[src/rtl/bus_cycle_ctrl.sv]
// 8085-style machine-cycle sequencer: one latched request becomes T1-T2-[TW]-T3-[T4]
// on a split (in/out/oe) multiplexed AD bus, with READY stretching, timeout and HOLD/HLDA.
module bus_cycle_ctrl #(
  parameter int         MAX_WAIT = 15,
  parameter logic [7:0] TMO_DATA = 8'hFF
) (
  input  logic        clk,
  input  logic        rst,
  input  logic        req,
  input  logic [2:0]  cmd,
  input  logic [15:0] addr,
  input  logic [7:0]  wdata,
  output logic [7:0]  rdata,
  output logic        done,
  output logic        err,
  output logic        busy,
  input  logic [7:0]  ad_in,
  output logic [7:0]  ad_out,
  output logic        ad_oe,
  output logic [7:0]  a_hi,
  output logic        ale,
  output logic        RDn,
  output logic        WRn,
  output logic        IO_Mn,
  output logic        S0,
  output logic        S1,
  output logic        ctl_oe,
  input  logic        READY,
  input  logic        HOLD,
  output logic        HLDA,
  output logic [2:0]  fsm_state
);

  localparam int CW = $clog2(MAX_WAIT + 1);
  localparam logic [CW-1:0] WAIT_LIMIT = CW'(MAX_WAIT);

  localparam logic [2:0] IDLE   = 3'd0;
  localparam logic [2:0] T1     = 3'd1;
  localparam logic [2:0] T2     = 3'd2;
  localparam logic [2:0] TW     = 3'd3;
  localparam logic [2:0] T3     = 3'd4;
  localparam logic [2:0] T4     = 3'd5;
  localparam logic [2:0] HOLDST = 3'd6;

  localparam logic [2:0] CMD_FETCH = 3'b000;
  localparam logic [2:0] CMD_MRD   = 3'b001;
  localparam logic [2:0] CMD_MWR   = 3'b010;
  localparam logic [2:0] CMD_IORD  = 3'b011;
  localparam logic [2:0] CMD_IOWR  = 3'b100;

  logic [2:0]    state;
  logic [2:0]    state_nxt;
  logic [2:0]    cmd_q;
  logic [15:0]   addr_q;
  logic [7:0]    wdata_q;
  logic [CW-1:0] wait_cnt;
  logic          tmo;
  logic          hlda;

  logic          cmd_legal;
  logic          in_cycle;
  logic          strobe_phase;
  logic          q_read;
  logic          q_write;

  function automatic logic is_read(input logic [2:0] c);
    return (c == CMD_FETCH) || (c == CMD_MRD) || (c == CMD_IORD);
  endfunction

  function automatic logic is_write(input logic [2:0] c);
    return (c == CMD_MWR) || (c == CMD_IOWR);
  endfunction

  function automatic logic is_io(input logic [2:0] c);
    return (c == CMD_IORD) || (c == CMD_IOWR);
  endfunction

  assign cmd_legal = (cmd <= CMD_IOWR);

  // HOLD is only honoured between cycles, and wins over a same-cycle req.
  always_comb begin
    state_nxt = state;
    case (state)
      IDLE: begin
        if (HOLD)                 state_nxt = HOLDST;
        else if (req && cmd_legal) state_nxt = T1;
      end
      T1:     state_nxt = T2;
      T2:     state_nxt = READY ? T3 : TW;
      TW: begin
        if (READY || (wait_cnt == WAIT_LIMIT)) state_nxt = T3;
      end
      T3:     state_nxt = (cmd_q == CMD_FETCH) ? T4 : IDLE;
      T4:     state_nxt = IDLE;
      HOLDST: begin
        if (!HOLD) state_nxt = IDLE;
      end
      default: state_nxt = IDLE;
    endcase
  end

  always_ff @(posedge clk or negedge rst) begin
    if (!rst) begin
      state    <= IDLE;
      cmd_q    <= 3'b000;
      addr_q   <= 16'h0000;
      wdata_q  <= 8'h00;
      wait_cnt <= '0;
      tmo      <= 1'b0;
      rdata    <= 8'h00;
      done     <= 1'b0;
      err      <= 1'b0;
      hlda     <= 1'b0;
    end else begin
      state <= state_nxt;
      done  <= 1'b0;
      err   <= 1'b0;
      // HLDA lags HOLDST entry by one cycle but drops on the same edge as the exit.
      hlda  <= (state == HOLDST) && HOLD;
      case (state)
        IDLE: begin
          if (!HOLD && req) begin
            if (cmd_legal) begin
              cmd_q    <= cmd;
              addr_q   <= addr;
              wdata_q  <= wdata;
              tmo      <= 1'b0;
              wait_cnt <= '0;
            end else begin
              done <= 1'b1;
              err  <= 1'b1;
            end
          end
        end
        T2: begin
          if (!READY) wait_cnt <= CW'(1);
        end
        TW: begin
          if (!READY) begin
            if (wait_cnt == WAIT_LIMIT) tmo <= 1'b1;
            else                        wait_cnt <= wait_cnt + CW'(1);
          end
        end
        T3: begin
          done <= 1'b1;
          err  <= tmo;
          if (is_read(cmd_q)) rdata <= tmo ? TMO_DATA : ad_in;
        end
        default: ;
      endcase
    end
  end

  assign q_read       = is_read(cmd_q);
  assign q_write      = is_write(cmd_q);
  assign in_cycle     = (state == T1) || (state == T2) || (state == TW) ||
                        (state == T3) || (state == T4);
  assign strobe_phase = (state == T2) || (state == TW) || (state == T3);

  always_comb begin
    ad_out = 8'h00;
    if (state == T1)                   ad_out = addr_q[7:0];
    else if (strobe_phase && q_write)  ad_out = wdata_q;
  end

  assign ad_oe     = (state == T1) || (strobe_phase && q_write);
  assign ale       = (state == T1);
  assign RDn       = !(strobe_phase && q_read);
  assign WRn       = !(strobe_phase && q_write);
  assign a_hi      = addr_q[15:8];
  assign IO_Mn     = in_cycle && is_io(cmd_q);
  assign S1        = in_cycle && q_read;
  assign S0        = in_cycle && ((cmd_q == CMD_FETCH) || q_write);
  assign ctl_oe    = (state != HOLDST);
  assign busy      = (state != IDLE);
  assign HLDA      = hlda;
  assign fsm_state = state;

endmodule
[config.mk]
export PLATFORM = sky130hd
export DESIGN_NAME = bus_cycle_ctrl
export DESIGN_NICKNAME = d
export VERILOG_FILES = /design/src/rtl/bus_cycle_ctrl.sv
export SDC_FILE = /design/constraint.sdc
export NUM_CORES = 1
export LEC_CHECK = 0
export BUFFER_PORTS_ARGS = -buffer_cell sky130_fd_sc_hd__buf_2
export CAP_MARGIN = 15
export CORE_MARGIN = 3
export CORE_UTILIZATION = 30
export DETAILED_ROUTE_END_ITERATION = 10
export PLACE_DENSITY = 0.51
export SYNTH_ARGS = -nofsm -noshare
export SYNTH_HDL_FRONTEND = slang
export SYNTH_SLANG_ARGS = --single-unit
[constraint.sdc]
create_clock -name clk -period 2.9 [get_ports clk]
set_input_delay 0.145 -clock clk [delete_from_list [all_inputs] [get_ports clk]]
set_output_delay 0.145 -clock clk [all_outputs]
set_load 0.03 [all_outputs]
==> results.sh, run 1 <==
export IMPL_outcome="complete, no violations"
export IMPL_postRouteWirelength_mm=4.87
export IMPL_post_synth_main_area_contributors="dfrtp_1 (51%), mux2_2 (14%), mux2i_1 (4.4%)"
export IMPL_worstSetupPathType="reg2out"
export IMPL_most_common_library_cell_in_the_layout_ignoring_fill_and_taps="buf_2"
export IMPL_worstPathRequired_ns=2.76
export IMPL_netlist_area_leader_share_pct=50.8
export IMPL_worstHoldStart="addr[1]"
export IMPL_io_pins=79
export IMPL_global_route_wire_length_before_repair_mm=7.98
export IMPL_detailed_route_via_count=1638
export IMPL_worst_setup_hold_path_clk_slew_ns=0.09
export IMPL_pre_cts_slack_ns=0.657
export IMPL_fmaxAchievable_mhz=395
export IMPL_drive_above_1_share_pct=47.2
export IMPL_setup_repair_after_global_routing_missed_its_margin="false"
export IMPL_cts_buffer_depth=2
export IMPL_crit_fanout=13
export IMPL_ff2ff_path_depth=3
export IMPL_finClkSkew_ns=0.00528
export IMPL_core_region_area_sq_mm=0.00729
export IMPL_grt_antenna_before_repair=0
export IMPL_mappedNetlistArea_sq_mm=0.00227
export IMPL_rows=31
export IMPL_timing_hold_worst_class="in2reg"
export IMPL_gpl_final_weighted_congestion=0.714
export IMPL_critical_path_source_type="register"
export IMPL_clock_tree_htree_level_count=2
export IMPL_timing_critical_path_slowest_cell_delay_ns=0.62
export IMPL_globalRouteTotalUtil_pct=11.8
export IMPL_num_antenna_cells=0
export IMPL_io_buffers=78
export IMPL_die_height_um=92.9
export IMPL_power_density_cell_area_mw_per_mm2=1140
export IMPL_reg2reg_launch_point="fsm_state[2]"
export IMPL_worstReg2RegEnd="rdata[7]"
export IMPL_clock_sinks=46
export IMPL_dp_final_hpwl_mm=3.45
export IMPL_fillerInstances=764
export IMPL_reg2reg_slack_ns=0.99
export IMPL_grt_remaining_overflow=0
export IMPL_tritoncts="done"
export IMPL_syn_inst=192
export IMPL_layout_cells_most_common_list="buf_2 (78), dfrtp_1 (46), mux2_2 (28)"
export IMPL_number_of_post_cts_setup_repair_buffers=0
export IMPL_layout_area_seq_sq_mm=0.00115
export IMPL_setup_tns_final_ns=0
export IMPL_die_width_um=92.9
export IMPL_via_count_of_the_first_global_routing_pass=1629
export IMPL_number_of_hold_slack_violations_in_the_final_timing_report=0
export IMPL_synthDominantAreaCellType="dfrtp_1"
export IMPL_drt_wirelength_per_cell_um=13.4
export IMPL_synth_sequential_area_ratio_pct=50.8
export IMPL_final_antenna_net_count=0
export IMPL_drc=0
export IMPL_async_reset_ff_share_pct=100
export IMPL_drv_cap=0
export IMPL_clock_tree_root_cell="clkbuf_8"
export IMPL_holdPathEnd="addr_q[1]"
export IMPL_dieArea_sq_mm=0.00863
export IMPL_synth_net_count=233
export IMPL_yosys_warnings=0
export IMPL_final_setup_viol_count=0
export IMPL_worst_hold_path_num_cells=2
export IMPL_synth_seq_cells=46
export IMPL_post_route_period_util_pct=87.4
export IMPL_multi_input_comb_area_sq_um=925
export IMPL_worst_skew_pair_late_latency_ns=0.30
export IMPL_critPathArrivalTime_ns=2.39
export IMPL_ir_drop_mv=0.343
export IMPL_grt_start_max_net_pins=47
export IMPL_detail_route_iter0_violations=50
export IMPL_power_static_leakage_nw=1.36
export IMPL_final_number_of_max_transition_violations=0
export IMPL_worst_slack_ns=0.367
export IMPL_number_of_flops_mapped_to_enable_cells_by_yosys=0
export IMPL_area_delta_synth_final_pct=23.0
export IMPL_crit_path_end_kind="primary output"
export IMPL_detail_route_vias_per_cell=4.50
export IMPL_cts_inserted_buffers=5
export IMPL_max_slew_worst_pin_slew_ns=0.789
export IMPL_postSynth_topFlopCell="dfrtp_1"
export IMPL_post_synth_num_cell_types=42
export IMPL_final_net_count=305
export IMPL_post_cts_resized=0
export IMPL_final_min_clock_period_ns=2.53
export IMPL_path_cells="or3b_4, and2_4, nor3_4, a22o_1, buf_2"
export IMPL_detail_route_first_pass_iterations=3
export IMPL_floorplan_initialDensity_pct=31.1
export IMPL_postSynthAreaPerCell_sq_um=11.8
export IMPL_critPathSlowestCell="dfrtp_1"
export IMPL_timing_slew_headroom_pct=47.2
-- repair_timing --
action	4_1_cts	5_1_grt
endpoints found under the setup margin	0	0
endpoints found under the hold margin	0	16
hold buffers	0	1
-- final cells by class --
type | count | share of cell area (%)
sequential | 46 | 41.3
timing repair buffer | 81 | 15.4
inverter | 13 | 1.75
tap | 99 | 4.45
clock buffer | 6 | 2.60
multi-input combinational | 117 | 33.2
clock inverter | 2 | 1.35
-- worst max-delay path: cells and delay by family, from the launching register on --
kind                   cells  cell delay [ns]
AOI/OAI and AO/OA          1             0.21
buffers and inverters      1             0.19
DFF                        1             0.62
and+or+nand+nor            3             1.07
-- worst max-delay path by stage --
stage                 start   endpoint  slack (ns)  depth (start not counted)
2_1_floorplan  fsm_state[2]         S0        0.75                          4
5_1_grt        fsm_state[2]  ad_out[4]        0.21                          5
6_report       fsm_state[2]  ad_out[0]        0.37                          5
3_5_place_dp   fsm_state[2]  ad_out[0]        0.66                          5
3_3_place_gp   fsm_state[2]  ad_out[0]        0.74                          5
4_1_cts        fsm_state[2]  ad_out[0]        0.33                          5
-- power breakdown --
group          total (mW)  switching (mW)  internal [mW]  leakage [nW]
clock network       0.478           0.221          0.257        0.0514
logic                1.55           0.955          0.591         0.751
registers            1.16           0.243          0.920         0.557
total                3.19            1.42           1.77          1.36
-- logic make-up after synthesis --
group,after synthesis,synth area share (%)
compound gates,29,8.72
simple gates,47,12.4
mux,38,18.3
buf+inv,29,8.39
xor+xnor,2,0.773
flops,46,50.8
fa+ha+maj,1,0.552
-- routing by layer --
metal | global-route usage (%) | wire, um
met1 | 16.1 | 2320
met2 | 18.1 | 2200
met4 | 3.66 | 63
met3 | 3.25 | 288
met5 | 0 | 0
-- state kept, by name (all words and copies together), names as in the netlist --
register   flops
addr_q        16
rdata          8
wdata_q        8
wait_cnt       4
cmd_q          3
fsm_state      3
HLDA           1
done           1
err            1
tmo            1
-- Yosys cell counts, types with 2 or more instances --
library cell / instances
o21ai_0: 4
buf_6: 4
nor2b_1: 2
a211oi_1: 2
inv_1: 13
nor2_1: 18
or2_2: 2
nand2_1: 5
a22o_1: 8
nand3b_1: 2
buf_4: 8
a21oi_1: 7
mux2i_1: 10
mux2_2: 28
clkbuf_8: 2
dfrtp_1: 46
o21bai_1: 2
o22ai_1: 2
nand2b_1: 2
nor3_1: 2
nand4_1: 2
-- per-stage QoR --
stage	total power [mW]	area, sq um	hold WS (ns)	util [%]	cells
2_1_floorplan	2.43	2270	-0.151	-	192
3_3_place_gp	2.72	2650	0.377	36.3	354
3_5_place_dp	2.74	2650	0.381	36.3	354
4_1_cts	3.23	2760	0.0580	37.8	362
5_1_grt	3.42	2790	0.0575	38.2	364
6_report	3.19	2790	0.0691	38.2	364
Note: power is estimated with default switching activity, not from simulation.
==> inputs of run 2 (changes only) <==
==> constraint.sdc (replaced) <==
create_clock -name clk -period 2.5 [get_ports clk]
set_input_delay 0.125 -clock clk [delete_from_list [all_inputs] [get_ports clk]]
set_output_delay 0.125 -clock clk [all_outputs]
set_load 0.03 [all_outputs]
==> run 2 against run 1 <==
First-iteration DRC count is 40% lower. Largest cell class unchanged. Combinational power up 23%. Sequential power increased by 9%. Critical path depth rose by 1. Hold slack worse by 0.0076 ns. Largest power group unchanged.
==> results.sh, run 2 (same netlist as run 1, synthesis figures left out) <==
export IMPL_drc=0
export IMPL_final_net_count=309
export IMPL_clock_tree_root_cell="clkbuf_8"
export IMPL_die_height_um=92.9
export IMPL_sw_frac_of_total_pct=45.3
export IMPL_detail_route_iter0_violations=30
export IMPL_num_antenna_cells=0
export IMPL_tritoncts="done"
export IMPL_logic_gate_share_of_total_power_pct=52.9
export IMPL_detailed_route_via_count=1626
export IMPL_drt_wirelength_per_cell_um=12.9
export IMPL_via_count_of_the_first_global_routing_pass=1606
export IMPL_dieArea_sq_mm=0.00863
export IMPL_final_setup_viol_count=0
export IMPL_reg_largest_list="addr_q (16), rdata (8), wdata_q (8)"
export IMPL_crit_fanout=12
export IMPL_ir_drop_mv=0.424
export IMPL_worstPathRequired_ns=2.38
export IMPL_detail_route_vias_per_cell=4.43
export IMPL_clock_tree_htree_level_count=2
export IMPL_cts_buffer_depth=2
export IMPL_reg2reg_launch_point="fsm_state[0]"
export IMPL_ff2ff_path_depth=5
export IMPL_power_frac_clock_pct=11.8
export IMPL_outcome="complete, no violations"
export IMPL_die_width_um=92.9
export IMPL_global_route_wire_length_before_repair_mm=7.63
export IMPL_power_density_cell_area_mw_per_mm2=1300
export IMPL_post_place_cells=359
export IMPL_rows=31
export IMPL_internal_power_mw=1.98
export IMPL_setup_repair_after_global_routing_missed_its_margin="false"
export IMPL_postRouteWirelength_mm=4.75
export IMPL_grt_start_max_net_pins=28
export IMPL_worst_skew_pair_late_latency_ns=0.29
export IMPL_holdPathEnd="wdata_q[4]"
export IMPL_number_of_hold_slack_violations_in_the_final_timing_report=0
export IMPL_net_switching_power_mw=1.64
export IMPL_critical_path_source_type="register"
export IMPL_gpl_final_weighted_congestion=0.823
export IMPL_post_route_period_util_pct=91.3
export IMPL_drive_above_1_share_pct=48.1
export IMPL_globalRouteTotalUtil_pct=11.2
export IMPL_area_delta_synth_final_pct=22.4
export IMPL_fillerInstances=755
export IMPL_largest_register_ffs=16
export IMPL_top_register="addr_q"
export IMPL_final_antenna_net_count=0
export IMPL_worstHoldStart="wdata[4]"
export IMPL_worst_setup_hold_path_clk_slew_ns=0.09
export IMPL_io_pins=79
export IMPL_io_buffers=78
export IMPL_final_instance_count_excl_fill=367
export IMPL_clock_sinks=46
export IMPL_timing_slew_headroom_pct=61.7
export IMPL_finClkSkew_ns=0.0101
export IMPL_layout_cells_most_common_list="buf_2 (78), dfrtp_1 (46), mux2_2 (28)"
export IMPL_grt_antenna_before_repair=1
export IMPL_power_static_leakage_nw=1.37
export IMPL_reg2reg_slack_ns=0.65
export IMPL_crit_path_end_kind="primary output"
export IMPL_detail_route_first_pass_iterations=4
export IMPL_post_cts_resized=0
export IMPL_most_common_library_cell_in_the_layout_ignoring_fill_and_taps="buf_2"
export IMPL_worstSetupPathType="reg2out"
export IMPL_final_min_clock_period_ns=2.28
export IMPL_final_number_of_max_transition_violations=0
export IMPL_totalPowerFinal_mw=3.61
export IMPL_floorplan_initialDensity_pct=31.1
export IMPL_sequentialPowerShare_pct=35.3
export IMPL_worst_hold_path_num_cells=2
export IMPL_final_core_util_pct=38.0
export IMPL_critPathArrivalTime_ns=2.16
export IMPL_dp_final_hpwl_mm=3.52
export IMPL_core_region_area_sq_mm=0.00729
export IMPL_max_slew_worst_pin_slew_ns=0.575
export IMPL_setup_tns_final_ns=0
export IMPL_timing_hold_worst_class="in2reg"
export IMPL_fmaxAchievable_mhz=438
export IMPL_grt_remaining_overflow=0
export IMPL_drv_cap=0
export IMPL_worstReg2RegEnd="wdata_q[0]"
export IMPL_cts_inserted_buffers=5
==> run 2: cell types whose count changed in the layout (fill, tap and decap cells not counted) <==
cell,previous run,this run
buf_12,1,0
buf_4,1,6
bufinv_16,1,0
clkbuf_1,1,0
clkinv_2,0,2
clkinvlp_4,1,0
==> run 2: timing repair <==
action / CTS / global route
buffers inserted: 0 / 0
hold buffers: 1 / 0
hold endpoints to repair: 23 / 0
==> run 2: final cells by class <==
type | instances | area, sq um | area share, %
clock buffer | 5 | 68.8 | 2.48
tap | 99 | 124 | 4.47
multi-input combinational | 117 | 925 | 33.3
timing repair buffer | 85 | 445 | 16.1
clock inverter | 2 | 10.0 | 0.361
sequential | 46 | 1150 | 41.5
inverter | 13 | 48.8 | 1.76
==> run 2: worst max-delay path, cell delays in order, from the launching register on <==
cell and delay [ns]:
dfrtp_1 0.38, buf_4 0.18, or2b_2 0.32, and2_4 0.16
nor3_4 0.42, a22o_1 0.21, buf_2 0.19
==> run 2: power groups by stage <==
stage | registers (mW) | clock network, mW | logic [mW]
global placement | 1.29 | 0 | 1.92
global route | 1.33 | 0.476 | 2.07
CTS | 1.28 | 0.456 | 1.94
detailed placement | 1.29 | 0 | 1.93
floorplan | 1.43 | 0 | 1.39
finish | 1.27 | 0.428 | 1.91
==> run 2: metrics by stage <==
| stage | setup WS [ns] | cell area [sq um] | hold slack, ns |
|---|---|---|---|
| after floorplan | 0.365 | 2270 | -0.171 |
| after global placement | 0.573 | 2680 | 0.156 |
| after detailed placement | 0.539 | 2680 | 0.152 |
| after CTS | 0.188 | 2770 | 0.0465 |
| after global routing | 0.111 | 2770 | 0.0480 |
| final | 0.218 | 2770 | 0.0615 |
==> run 2: how the worst max path moves through the flow <==
| stage | end | slack [ns] | startpoint | cells past startpoint |
|---|---|---|---|---|
| 2_1_floorplan | S0 | 0.37 | fsm_state[2] | 4 |
| 3_3_place_gp | ad_out[0] | 0.57 | fsm_state[2] | 6 |
| 3_5_place_dp | ad_out[5] | 0.54 | fsm_state[2] | 6 |
| 4_1_cts | ad_out[1] | 0.19 | fsm_state[2] | 6 |
| 5_1_grt | ad_out[1] | 0.11 | fsm_state[2] | 6 |
| 6_report | ad_out[0] | 0.22 | fsm_state[2] | 6 |
==> run 2: per-layer routing <==
layer  part of all wire, %  vias up  global-route usage [%]
met5                  0.15        -                       0
met4                  0.59        2                    2.93
met3                   7.1        4                    3.57
met2                    45       51                    17.4
met1                    48      755                    15.0
li1                      -      814                       -
==> inputs of run 3 (changes only) <==
--- a/config.mk
+++ b/config.mk
@@ -10,7 +10,8 @@
 export CORE_MARGIN = 3
 export CORE_UTILIZATION = 30
 export DETAILED_ROUTE_END_ITERATION = 10
-export PLACE_DENSITY = 0.51
+export PLACE_DENSITY_LB_ADDON = 0.15
+export RECOVER_POWER = 100
 export SYNTH_ARGS = -nofsm -noshare
 export SYNTH_HDL_FRONTEND = slang
 export SYNTH_SLANG_ARGS = --single-unit
==> run 3 against run 2 <==
First-iteration DRC count increased by 83%. Non-clock buffer count unchanged. Register-to-register slack got worse by 0.46 ns. Critical path type is now reg2reg. Largest cell class unchanged. Largest power group unchanged. Highest routed layer is now met4.
==> results.sh, run 3 (same netlist as run 1, synthesis figures left out) <==
export IMPL_final_number_of_max_transition_violations=0
export IMPL_setup_tns_final_ns=0
export IMPL_largest_register_ffs=16
export IMPL_globalRouteTotalUtil_pct=11.8
export IMPL_cts_buffer_depth=2
export IMPL_detail_route_vias_per_cell=4.55
export IMPL_final_setup_viol_count=0
export IMPL_final_instance_count_excl_fill=368
export IMPL_worstReg2RegEnd="addr_q[6]"
export IMPL_detailed_route_via_count=1676
export IMPL_gpl_final_weighted_congestion=0.713
export IMPL_power_static_leakage_nw=1.28
export IMPL_power_density_cell_area_mw_per_mm2=1320
export IMPL_critPathTopFamily="simple AND/OR/NAND/NOR gates"
export IMPL_fmaxAchievable_mhz=434
export IMPL_drt_wirelength_per_cell_um=13.4
export IMPL_detail_route_iter0_violations=55
export IMPL_clock_sinks=46
export IMPL_dieArea_sq_mm=0.00863
export IMPL_core_region_area_sq_mm=0.00729
export IMPL_drc=0
export IMPL_final_net_count=309
export IMPL_worstHoldStart="wdata[0]"
export IMPL_timing_slew_headroom_pct=23.2
export IMPL_clock_tree_htree_level_count=2
export IMPL_post_place_cells=359
export IMPL_timing_critical_path_buf_inv=2
export IMPL_ir_drop_mv=0.363
export IMPL_rows=31
export IMPL_floorplan_initialDensity_pct=31.1
export IMPL_dp_final_hpwl_mm=3.53
export IMPL_critPathArrivalTime_ns=2.49
export IMPL_worst_skew_pair_late_latency_ns=0.30
export IMPL_drv_cap=0
export IMPL_num_antenna_cells=0
export IMPL_cts_inserted_buffers=5
export IMPL_final_antenna_net_count=0
export IMPL_critical_path_source_type="register"
export IMPL_area_delta_synth_final_pct=20.2
export IMPL_layout_cells_most_common_list="dfrtp_1 (46), buf_2 (40), clkbuf_1 (30)"
export IMPL_post_cts_resized=0
export IMPL_outcome="complete, no violations"
export IMPL_worstSetupPathType="reg2reg"
export IMPL_die_height_um=92.9
export IMPL_detail_route_first_pass_iterations=4
export IMPL_placedInstanceArea_sq_mm=0.00268
export IMPL_post_route_period_util_pct=92.3
export IMPL_critPathSlowestCell="nor4_1"
export IMPL_die_width_um=92.9
export IMPL_pre_cts_slack_ns=0.546
export IMPL_most_common_library_cell_in_the_layout_ignoring_fill_and_taps="dfrtp_1"
export IMPL_setup_repair_after_global_routing_missed_its_margin="false"
export IMPL_reg_largest_list="addr_q (16), rdata (8), wdata_q (8)"
export IMPL_postRouteWirelength_mm=4.92
export IMPL_via_count_of_the_first_global_routing_pass=1635
export IMPL_fillerInstances=811
export IMPL_clock_tree_root_cell="clkbuf_8"
export IMPL_crit_fanout=28
export IMPL_holdPathEnd="wdata_q[0]"
export IMPL_worst_setup_hold_path_clk_slew_ns=0.09
export IMPL_top_register="addr_q"
export IMPL_finClkSkew_ns=0.00640
export IMPL_grt_start_max_net_pins=47
export IMPL_tritoncts="done"
export IMPL_worstPathRequired_ns=2.69
export IMPL_final_min_clock_period_ns=2.31
export IMPL_worst_slack_ns=0.193
export IMPL_io_buffers=78
export IMPL_drive_above_1_share_pct=36.1
export IMPL_grt_antenna_before_repair=0
export IMPL_worst_hold_path_num_cells=2
export IMPL_timing_hold_worst_class="in2reg"
export IMPL_crit_path_end_kind="register"
export IMPL_max_slew_worst_pin_slew_ns=1.15
export IMPL_io_pins=79
export IMPL_reg2reg_slack_ns=0.19
export IMPL_path_cells="clkbuf_1, nor4_1, nand3_2, buf_4, mux2_2"
export IMPL_stdcell_area_sq_mm=0.00272
export IMPL_totalPowerFinal_mw=3.59
export IMPL_reg2reg_launch_point="fsm_state[0]"
export IMPL_ff2ff_path_depth=5
export IMPL_global_route_wire_length_before_repair_mm=7.90
export IMPL_grt_remaining_overflow=0
export IMPL_timing_critical_path_slowest_cell_delay_ns=0.70
export IMPL_number_of_hold_slack_violations_in_the_final_timing_report=0
[run 3: cell count changes in the layout (fill, tap and decap cells not counted), sizes merged]
cell / delta
buf: -40
clkbuf: +41
clkinv: -1
clkinvlp: +1
[run 3: layout make-up]
class,count,area [sq um],area share [%]
Clock inverter,2,12.5,0.459
Clock buffer,6,82.6,3.03
Timing Repair Buffer,85,403,14.8
Tap cell,99,124,4.55
Sequential cell,46,1150,42.3
Multi-Input combinational cell,117,902,33.1
Inverter,13,48.8,1.79
[run 3: layer usage]
layer	share of wire [%]	GRT usage [%]	vias up
met3	6.7	3.66	8
met2	45	18.1	54
met4	1.6	4.40	0
li1	-	-	805
met5	0	0	-
met1	46	15.6	809
[run 3: worst max-delay path by stage]
stage | from | slack [ns] | cells past startpoint | endpoint
2_1_floorplan | fsm_state[2] | 0.37 | 4 | S0
3_3_place_gp | fsm_state[2] | 0.57 | 6 | ad_out[2]
3_5_place_dp | fsm_state[2] | 0.55 | 6 | ad_out[3]
4_1_cts | fsm_state[2] | 0.20 | 6 | ad_out[1]
5_1_grt | fsm_state[2] | 0.04 | 6 | ad_out[1]
6_report | fsm_state[0] | 0.19 | 5 | addr_q[6]
[run 3: what timing repair did]
action / 4_1_cts / 5_1_grt
hold buffers: 1 / 0
setup buffers: 0 / 0
endpoints found under the hold margin: 46 / 0
[run 3: through the flow]
stage / hold WS [ns] / utilization (%)
after CTS: 0.0344 / 38.2
after global routing: 0.0332 / 37.4
after floorplan: -0.171 / -
after detailed placement: 0.263 / 36.8
final: 0.0460 / 37.4
after global placement: 0.273 / 36.8
[run 3: report_power, final]
part           internal (mW)  switching (mW)
Clock                  0.223           0.259
Sequential              1.07           0.213
Combinational          0.638            1.18
Total                   1.93            1.66
[run 3: worst register-to-register path: cells and delay by family (launching register included)]
kind	cells	cell delay, ns
buf+inv	2	0.56
simple gates	2	0.92
flops	1	0.39
mux	1	0.32
